## src/rtl/quad_pkg.sv

```systemverilog
// rtl/quad_pkg.sv - shared widths and host FSM encoding for the quadrature peripheral
package quad_pkg;

  localparam int COUNT_W    = 16;  // position count width
  localparam int SPEED_W    = 8;   // per-interval speed count width
  localparam int SEQ_W      = 8;   // published-sample sequence width
  localparam int INTERVAL_W = 8;   // base ticks per speed interval

  typedef enum logic [1:0] {
    ST_IDLE    = 2'd0,
    ST_LOCK    = 2'd1,
    ST_RELEASE = 2'd2
  } host_state_t;

endpackage

```

## src/rtl/interval_tick_gen.sv

```systemverilog
// rtl/interval_tick_gen.sv - prescaler, interval counter and speed interval pulse register
//
// Ports:
//   clk, reset            clock, asynchronous active-high reset
//   interval_ticks        base ticks per interval; 0 stops the pulse
//   speed_interval_pulse  registered one-cycle strobe at the end of each interval
module interval_tick_gen
  import quad_pkg::*;
#(
  parameter int PRESCALE = 50000
) (
  input  logic                  clk,
  input  logic                  reset,
  input  logic [INTERVAL_W-1:0] interval_ticks,
  output logic                  speed_interval_pulse
);

  localparam int PW = (PRESCALE > 2) ? $clog2(PRESCALE) : 1;

  logic [PW-1:0]         presc_cnt;
  logic                  tick;
  logic [INTERVAL_W-1:0] ival_cnt;
  logic [INTERVAL_W:0]   ival_next;

  assign tick      = (presc_cnt == PW'(PRESCALE - 1));
  // One bit wider so the compare cannot wrap.
  assign ival_next = {1'b0, ival_cnt} + 1'b1;

  always_ff @(posedge clk or posedge reset) begin
    if (reset) begin
      presc_cnt <= '0;
    end else if (tick) begin
      presc_cnt <= '0;
    end else begin
      presc_cnt <= presc_cnt + 1'b1;
    end
  end

  // ">=" rather than "==" so lowering interval_ticks below the running
  // count fires on the next tick instead of waiting for a full wrap.
  always_ff @(posedge clk or posedge reset) begin
    if (reset) begin
      ival_cnt             <= '0;
      speed_interval_pulse <= 1'b0;
    end else begin
      speed_interval_pulse <= 1'b0;
      if (interval_ticks == '0) begin
        ival_cnt <= '0;
      end else if (tick) begin
        if (ival_next >= {1'b0, interval_ticks}) begin
          ival_cnt             <= '0;
          speed_interval_pulse <= 1'b1;
        end else begin
          ival_cnt <= ival_next[INTERVAL_W-1:0];
        end
      end
    end
  end

endmodule

```

## src/rtl/quad_sample_sched.sv

```systemverilog
// rtl/quad_sample_sched.sv - interval scheduler and coherent snapshot controller for two pulse counters
//
// Ports:
//   clk, reset                           clock, asynchronous active-high reset
//   interval_ticks                       base ticks per speed interval (0 = off)
//   speed_interval_pulse                 strobe to both counters
//   counter_en                           en of both counters, low while a snapshot is held
//   left_count, right_count              live position counts
//   left_speed, right_speed              speed counts from the counters
//   rd_req / rd_ack                      host snapshot request level / snapshot stable
//   snap_left_count, snap_right_count    frozen position counts
//   snap_left_speed, snap_right_speed    latest published speed samples
//   snap_seq                             published-sample sequence number
//   intr                                 one-cycle pulse per published sample
module quad_sample_sched
  import quad_pkg::*;
#(
  parameter int PRESCALE = 50000,
  parameter int FWD      = 1
) (
  input  logic                  clk,
  input  logic                  reset,
  input  logic [INTERVAL_W-1:0] interval_ticks,
  output logic                  speed_interval_pulse,
  output logic                  counter_en,
  input  logic [COUNT_W-1:0]    left_count,
  input  logic [COUNT_W-1:0]    right_count,
  input  logic [SPEED_W-1:0]    left_speed,
  input  logic [SPEED_W-1:0]    right_speed,
  input  logic                  rd_req,
  output logic                  rd_ack,
  output logic [COUNT_W-1:0]    snap_left_count,
  output logic [COUNT_W-1:0]    snap_right_count,
  output logic [SPEED_W-1:0]    snap_left_speed,
  output logic [SPEED_W-1:0]    snap_right_speed,
  output logic [SEQ_W-1:0]      snap_seq,
  output logic                  intr
);

  // FWD only matters to the counters; it is referenced here so it stays part
  // of this block's parameter set when the pair is wired up together.
  if (FWD != 0) begin : g_fwd_passthru
  end

  host_state_t state, state_next;

  logic en_d, ack_d, latch_counts, pub_ok;
  logic pulse_d;
  logic pend_valid;
  logic [SPEED_W-1:0] pend_left, pend_right;

  interval_tick_gen #(
    .PRESCALE (PRESCALE)
  ) u_tick_gen (
    .clk                  (clk),
    .reset                (reset),
    .interval_ticks       (interval_ticks),
    .speed_interval_pulse (speed_interval_pulse)
  );

  always_ff @(posedge clk or posedge reset) begin
    if (reset) begin
      state <= ST_IDLE;
    end else begin
      state <= state_next;
    end
  end

  always_comb begin
    state_next = state;
    case (state)
      ST_IDLE:    if (rd_req)  state_next = ST_LOCK;
      ST_LOCK:    if (!rd_req) state_next = ST_RELEASE;
      ST_RELEASE: state_next = ST_IDLE;
      default:    state_next = ST_IDLE;
    endcase
  end

  // Outputs are decoded from the next state and registered, so rd_ack and
  // counter_en change on the same edge as the state. Publishing is keyed to
  // the next state too: the edge that leaves LOCK already publishes, so a
  // sample held back by a snapshot appears during the RELEASE cycle.
  always_comb begin
    en_d         = (state_next == ST_IDLE);
    ack_d        = (state_next == ST_LOCK);
    latch_counts = (state == ST_IDLE) && rd_req;
    pub_ok       = (state_next != ST_LOCK);
  end

  always_ff @(posedge clk or posedge reset) begin
    if (reset) begin
      counter_en       <= 1'b1;
      rd_ack           <= 1'b0;
      snap_left_count  <= '0;
      snap_right_count <= '0;
    end else begin
      counter_en <= en_d;
      rd_ack     <= ack_d;
      if (latch_counts) begin
        snap_left_count  <= left_count;
        snap_right_count <= right_count;
      end
    end
  end

  // Counters load speed_count at the end of the pulse cycle, so the sample is
  // taken one cycle later (pulse_d). When publishing is allowed the fresh
  // sample bypasses spd_pend; otherwise it waits there, and a newer capture
  // simply overwrites it so only one publish results.
  always_ff @(posedge clk or posedge reset) begin
    if (reset) begin
      pulse_d          <= 1'b0;
      pend_valid       <= 1'b0;
      pend_left        <= '0;
      pend_right       <= '0;
      snap_left_speed  <= '0;
      snap_right_speed <= '0;
      snap_seq         <= '0;
      intr             <= 1'b0;
    end else begin
      pulse_d <= speed_interval_pulse;
      intr    <= 1'b0;
      if (pulse_d) begin
        pend_left  <= left_speed;
        pend_right <= right_speed;
      end
      if (pub_ok && (pulse_d || pend_valid)) begin
        snap_left_speed  <= pulse_d ? left_speed  : pend_left;
        snap_right_speed <= pulse_d ? right_speed : pend_right;
        snap_seq         <= snap_seq + SEQ_W'(1);
        intr             <= 1'b1;
        pend_valid       <= 1'b0;
      end else if (pulse_d) begin
        pend_valid <= 1'b1;
      end
    end
  end

endmodule
```

## config.mk

```make
export PLATFORM = sky130hd
export DESIGN_NAME = quad_sample_sched
export DESIGN_NICKNAME = d
export VERILOG_FILES = /design/src/rtl/quad_pkg.sv /design/src/rtl/interval_tick_gen.sv /design/src/rtl/quad_sample_sched.sv
export SDC_FILE = /design/constraint.sdc
export NUM_CORES = 1
export LEC_CHECK = 0
export ABC_CLOCK_PERIOD_IN_PS = 10800
export CAP_MARGIN = 20
export CORE_MARGIN = 10
export CORE_UTILIZATION = 45
export CTS_CLUSTER_DIAMETER = 150
export CTS_CLUSTER_SIZE = 40
export DETAILED_ROUTE_END_ITERATION = 10
export PLACE_DENSITY_LB_ADDON = 0.15
export SYNTH_ARGS = -nofsm -noshare
export SYNTH_HDL_FRONTEND = slang
export SYNTH_SLANG_ARGS = --single-unit
```

## constraint.sdc

```tcl
create_clock -name clk -period 10.8 [get_ports clk]
set_clock_uncertainty 0.2 [all_clocks]
set_input_delay 2.16 -clock clk [delete_from_list [all_inputs] [get_ports clk]]
set_output_delay 2.16 -clock clk [all_outputs]
set_load 0.05 [all_outputs]
```

### After elaboration in Yosys (flattened, before gate mapping)

Cells that the tools add are included.

| storage, ports and cells | value |
|---|---|
| flip-flop bits (word level) | 104 |
| latch bits | 0 |
| RAM bits | 0 |
| bits in read-only memories | 0 |
| input port bits | 59 |
| output and inout port bits | 60 |
| word-level logic and storage cells | 47 |
| memories kept | 0 |

| operators by class | value |
|---|---|
| add/sub/neg operators | 3 |
| multiply operators | 0 |
| divide/modulo/power cells | 0 |
| magnitude comparators | 1 |
| eq/ne operators | 4 |
| shift operators | 0 |
| muxes and demuxes | 15 |
| bitwise logic cells | 0 |
| reduce and logical (&&, ||, !) cells | 8 |

Operator list:

| operator | count |
|---|---|
| 2-to-1 mux 8 bit | 5 |
| adder 16 x 1 -> 16 bit (second input constant) | 1 |
| equality test 16 bit (second input constant) | 1 |
| 2-to-1 mux 16 bit | 1 |
| adder 8 x 1 -> 9 bit (second input constant) | 1 |
| greater-or-equal comparator 9 x 8 -> 1 bit | 1 |
| adder 8 x 1 -> 8 bit (second input constant) | 1 |
| zero test 8 bit | 1 |
| 2-to-1 mux 1 bit | 6 |
| equality test 2 x 1 -> 1 bit (second input constant) | 2 |
| zero test 2 bit | 2 |
| 2-to-1 mux 2 bit | 2 |
| case mux 2 bit (2 select lines) | 1 |
| nonzero test 2 bit | 2 |
| logical AND 1 bit | 2 |
| inequality test 2 x 1 -> 1 bit (second input constant) | 1 |
| logical OR 1 bit | 1 |

### Depth between registers and ports, before layout

| logic depth | value |
|---|---|
| word-level depth | 5 |
| mapped depth | 10 |
| depth with buffers taken out | 10 |

### Modules after synthesis

Synthesis repeated with hierarchy kept, for this count alone.

| unflattened totals | value |
|---|---|
| cells, all modules | 336 |
| area, all modules | 4,630.7 um^2 |

By module, submodules not included:

| module | times used | cells an instance | area an instance (um^2) | seq. area each (um^2) |
|---|---|---|---|---|
| quad_sample_sched | 1 | 178 | 3,134.3 | 1,978.1 |
| interval_tick_gen | 1 | 158 | 1,496.4 | 625.6 |

### Worst setup path after synthesis

Ideal clock, no wire load.

| timing path | value |
|---|---|
| path kind | input to register |
| start point | input port interval_ticks[5] |
| end point | register u_tick_gen.ival_cnt[2] |
| library setup time | 111 ps |
| data arrival time | 3,438 ps |
| data required time | 10,489 ps |
| setup slack | 7,050 ps |
| cell stages on the path | 7 |
| path buffers | 0 |
| path through | inv_1 > ha_1 > a211oi_1 > nor2_1 > a31oi_2 > nand3_4 > a2111oi_2 |

| on the way | value |
|---|---|
| cells in the longest elaborated chain, start to end | 4 |
| elaborated cells between the ends (all ways) | 6 |
| classes of those cells | order compare: 1; mux: 3; reduce/logical: 2 |

RTL lines:

| element | line | source |
|---|---|---|
| from (decl) | quad_sample_sched.sv:23 | `input logic [INTERVAL_W-1:0] interval_ticks,` |
| greater-or-equal comparator 9 x 8 -> 1 bit | interval_tick_gen.sv:50 | `if (ival_next >= {1'b0, interval_ticks}) begin` |
| 2-to-1 mux 8 bit | interval_tick_gen.sv:50 |  |
| 2-to-1 mux 8 bit | interval_tick_gen.sv:49 | `end else if (tick) begin` |
| 2-to-1 mux 8 bit | interval_tick_gen.sv:47 | `if (interval_ticks == '0) begin` |
| to (signal assigned) | interval_tick_gen.sv:54 | `ival_cnt <= ival_next[INTERVAL_W-1:0];` |
| to (decl) | interval_tick_gen.sv:22 | `logic [INTERVAL_W-1:0] ival_cnt;` |

Parallel ways exist; a longest one is shown, timed or not. The select of a mux whose other input is x is not followed.
A chain may end at the register's enable or synchronous reset.

### Worst setup path in the final report

| timing path | value |
|---|---|
| start point | register counter_en |
| end point | output port counter_en |

RTL lines:

| element | line | source |
|---|---|---|
| from (decl) | quad_sample_sched.sv:25 | `output logic counter_en,` |
| from (signal assigned) | quad_sample_sched.sv:97 | `counter_en <= en_d;` |

No word-level cell between the ends.

==> results_dict.tcl <==
set metrics [dict create \
    finalPower_mw 0.8661 \
    synth_cells 331 \
    hold_violations 0 \
    gp_congestion 0.7485 \
    status "finished clean" \
    vdd_ir_drop_max_mv 0.07589 \
    dieArea_um2 14150 \
    slowest_delay_ns 0.79 \
    synth_top_cell_area_share_pct 58.49 \
    cts_inserted_buffers 9 \
    cp_num_buf_inv 1 \
    wire_per_inst_um 16.18 \
    layout_common_cells "118 x clkdlybuf4s50_1, 103 x dfrtp_1, 65 x mux2_2" \
    syn_area_per_cell_um2 13.31 \
    clk_latency_ns 0.36 \
    synthFlopType "dfrtp_1" \
    final_common_cell "clkdlybuf4s50_1" \
    cp.arrival_ns 1.69 \
    post-place-ws_ns 6.126 \
    ys_types 33 \
    drc 0 \
    ys_seq_area_share_pct 59.09 \
    cts_tree "built" \
    synth-xor-area-share_pct 5.366 \
    overflow 0 \
    hpwl_um 7128 \
    synthesis.area_um2 4407 \
    synth-simple-area-share_pct 10.22 \
    via_per_inst 4.905 \
    track_usage_pct 13.91 \
    dpl_cell_area_um2 5708 \
    cp_slowest_cell "clkdlybuf4s50_1" \
    final_cells 590 \
    hold_path.class "reg2reg" \
    synth_compound_area_share_pct 3.152 \
    ant_nets 0 \
    slew-limit-headroom_pct 33.07 \
    cap_violations 0 \
    first_pass_iters 4 \
    dieWidth_um 119.0 \
    start_util_pct 45.72 \
    dr_total_vias 2894 \
    grt_max_degree 77 \
    port_buffers 118 \
    synth-edff-count 0 \
    fmax_mhz 246.9 \
    ctsHoldBuffers 0 \
    synth-adder-area-share_pct 3.123 \
    n_fill_cell 795 \
    h-tree-depth 3 \
    grt_pass1_wl_um 16080 \
    die_y_um 119.0 \
    synth_top_area_cell "dfrtp_1" \
    cts_sinks 104 \
    cp-end-kind "output port" \
    crit_family "buffers and inverters" \
    dp.cells 573 \
    max_slew.worst_pin.slew_ns 1.004 \
    power_leakage_nw 2.672 \
    clock_path_buffers 2 \
    syn_nets 401 \
    crit_required_ns 8.44 \
    drive_gt1_share_pct 21.44 \
    ioPinCount 119 \
    async_flop_share_pct 100.0 \
    path_clk_slew_ns 0.11 \
    crit_type "reg2out" \
    synth_top_family_by_area "multiplexers" \
    cts-root-buf "clkbuf_8" \
    post_cts_buffers 0 \
    synthTopCellsByArea "dfrtp_1 58%, mux2_2 17%, ha_1 3.1%" \
    p_per_area_nw_per_um2 146.6 \
    setup_violations 0 \
    ys.warnings.count 0 \
    ys_ff_latch 104 \
    start_kind "flip-flop" \
    synth_mux_area_share_pct 16.61 \
    drt_iter0_markers 96 \
    tns_ns 0 \
    maxSlewViolCount 0 \
    first_global_vias 3066 \
    antenna_cells 0 \
    cp_max_fo 1 \
    fin_crit_sh_pct 37.51 \
    core_area_um2 9639 \
    syn_to_final_growth_pct 34.07 \
    final_nets 522 \
    num_rows 36 \
    worst_slack_ns 6.749 \
    worstPathCellList "clkdlybuf4s50_1" \
    finalInstanceArea_um2 5908 \
    grt_setup_unrepaired "false" \
    drt-total-wl_um 9545 \
    fin_crit_ns 4.051 \
    post_cts_resized 0 \
    antenna_found_initial 0 \
]
==> through the flow <==
step | hold WS (ns) | utilization (%)
finish | 0.1797 | 61.29
global placement | 0.1820 | 59.22
global route | 0.2041 | 61.29
detailed placement | 0.1769 | 59.22
CTS | 0.1890 | 61.14
floorplan | 0.1981 | -
==> synth_stat cells, types with 2 or more instances <==
master and n:
dfrtp_1 103, mux2_2 65, nor2_1 20, nand2_1 19
xor2_1 14, xnor2_1 13, nand3_1 12, ha_1 11
inv_1 11, and3_1 8, buf_2 8, nand4_1 5
o21ai_0 5, o22ai_1 5, nor3_1 4, a2111oi_2 3
and4_1 3, a21oi_1 2, and3_4 2, buf_6 2
nor2_2 2, nor2b_1 2, nor4_1 2
==> registers in the layout (all words and copies together), names as in the netlist, 2 cells and up <==
name	count
snap_seq	8
snap_right_speed	8
snap_right_count	16
state	2
pend_left	8
pend_right	8
snap_left_speed	8
u_tick_gen.presc_cnt	16
u_tick_gen.ival_cnt	8
snap_left_count	16
==> kinds of logic after synthesis <==
kind of cell / count (synthesis)
adders and majority gates: 11
muxes: 65
DFF: 104
xor gates and xnor gates: 27
and+or+nand+nor: 84
buffers and inverters: 22
AOI/OAI and AO/OA: 18
==> layout make-up <==
type                    instances  area, um^2  area share, %
well taps                     133       166.4          2.817
repair buffers                121        1211          20.50
flip-flops and latches        104        2604          44.07
clock inverters                 7       61.31          1.038
clock buffers                   9       123.9          2.097
multi-input cells             205        1698          28.74
inverters                      11       43.79         0.7412
==> power breakdown <==
| group | internal (mW) | switching, mW | leakage (nW) |
|---|---|---|---|
| combinational | 0.0810 | 0.126 | 1.22 |
| clock | 0.0893 | 0.142 | 0.0945 |
| sequential | 0.414 | 0.0135 | 1.36 |
==> final timing paths <==
| kind | slack (ns) | cells past startpoint | startpoint | end |
|---|---|---|---|---|
| setup / recovery | 6.75 | 1 | counter_en | counter_en |
| hold / removal | 0.18 | 0 | u_tick_gen.speed_interval_pulse | pulse_d |
| setup reg to reg | 8.02 | 9 | u_tick_gen.ival_cnt[2] | u_tick_gen.ival_cnt[3] |
| hold reg to reg | 0.18 | 0 | u_tick_gen.speed_interval_pulse | pulse_d |
| max in group asynchronous | 7.21 | 3 | reset | rd_ack |
| min in group asynchronous | 1.92 | 2 | reset | snap_left_count[15] |
==> routing by layer <==
metal	global-route usage, %	vias to the layer above	wire length [um]
li1	-	1399	-
met1	16.53	1441	4015
met2	23.85	50	5039
met3	4.110	4	429
met4	4.198	0	61
met5	0	-	0
(Power assumes the default switching activity.)
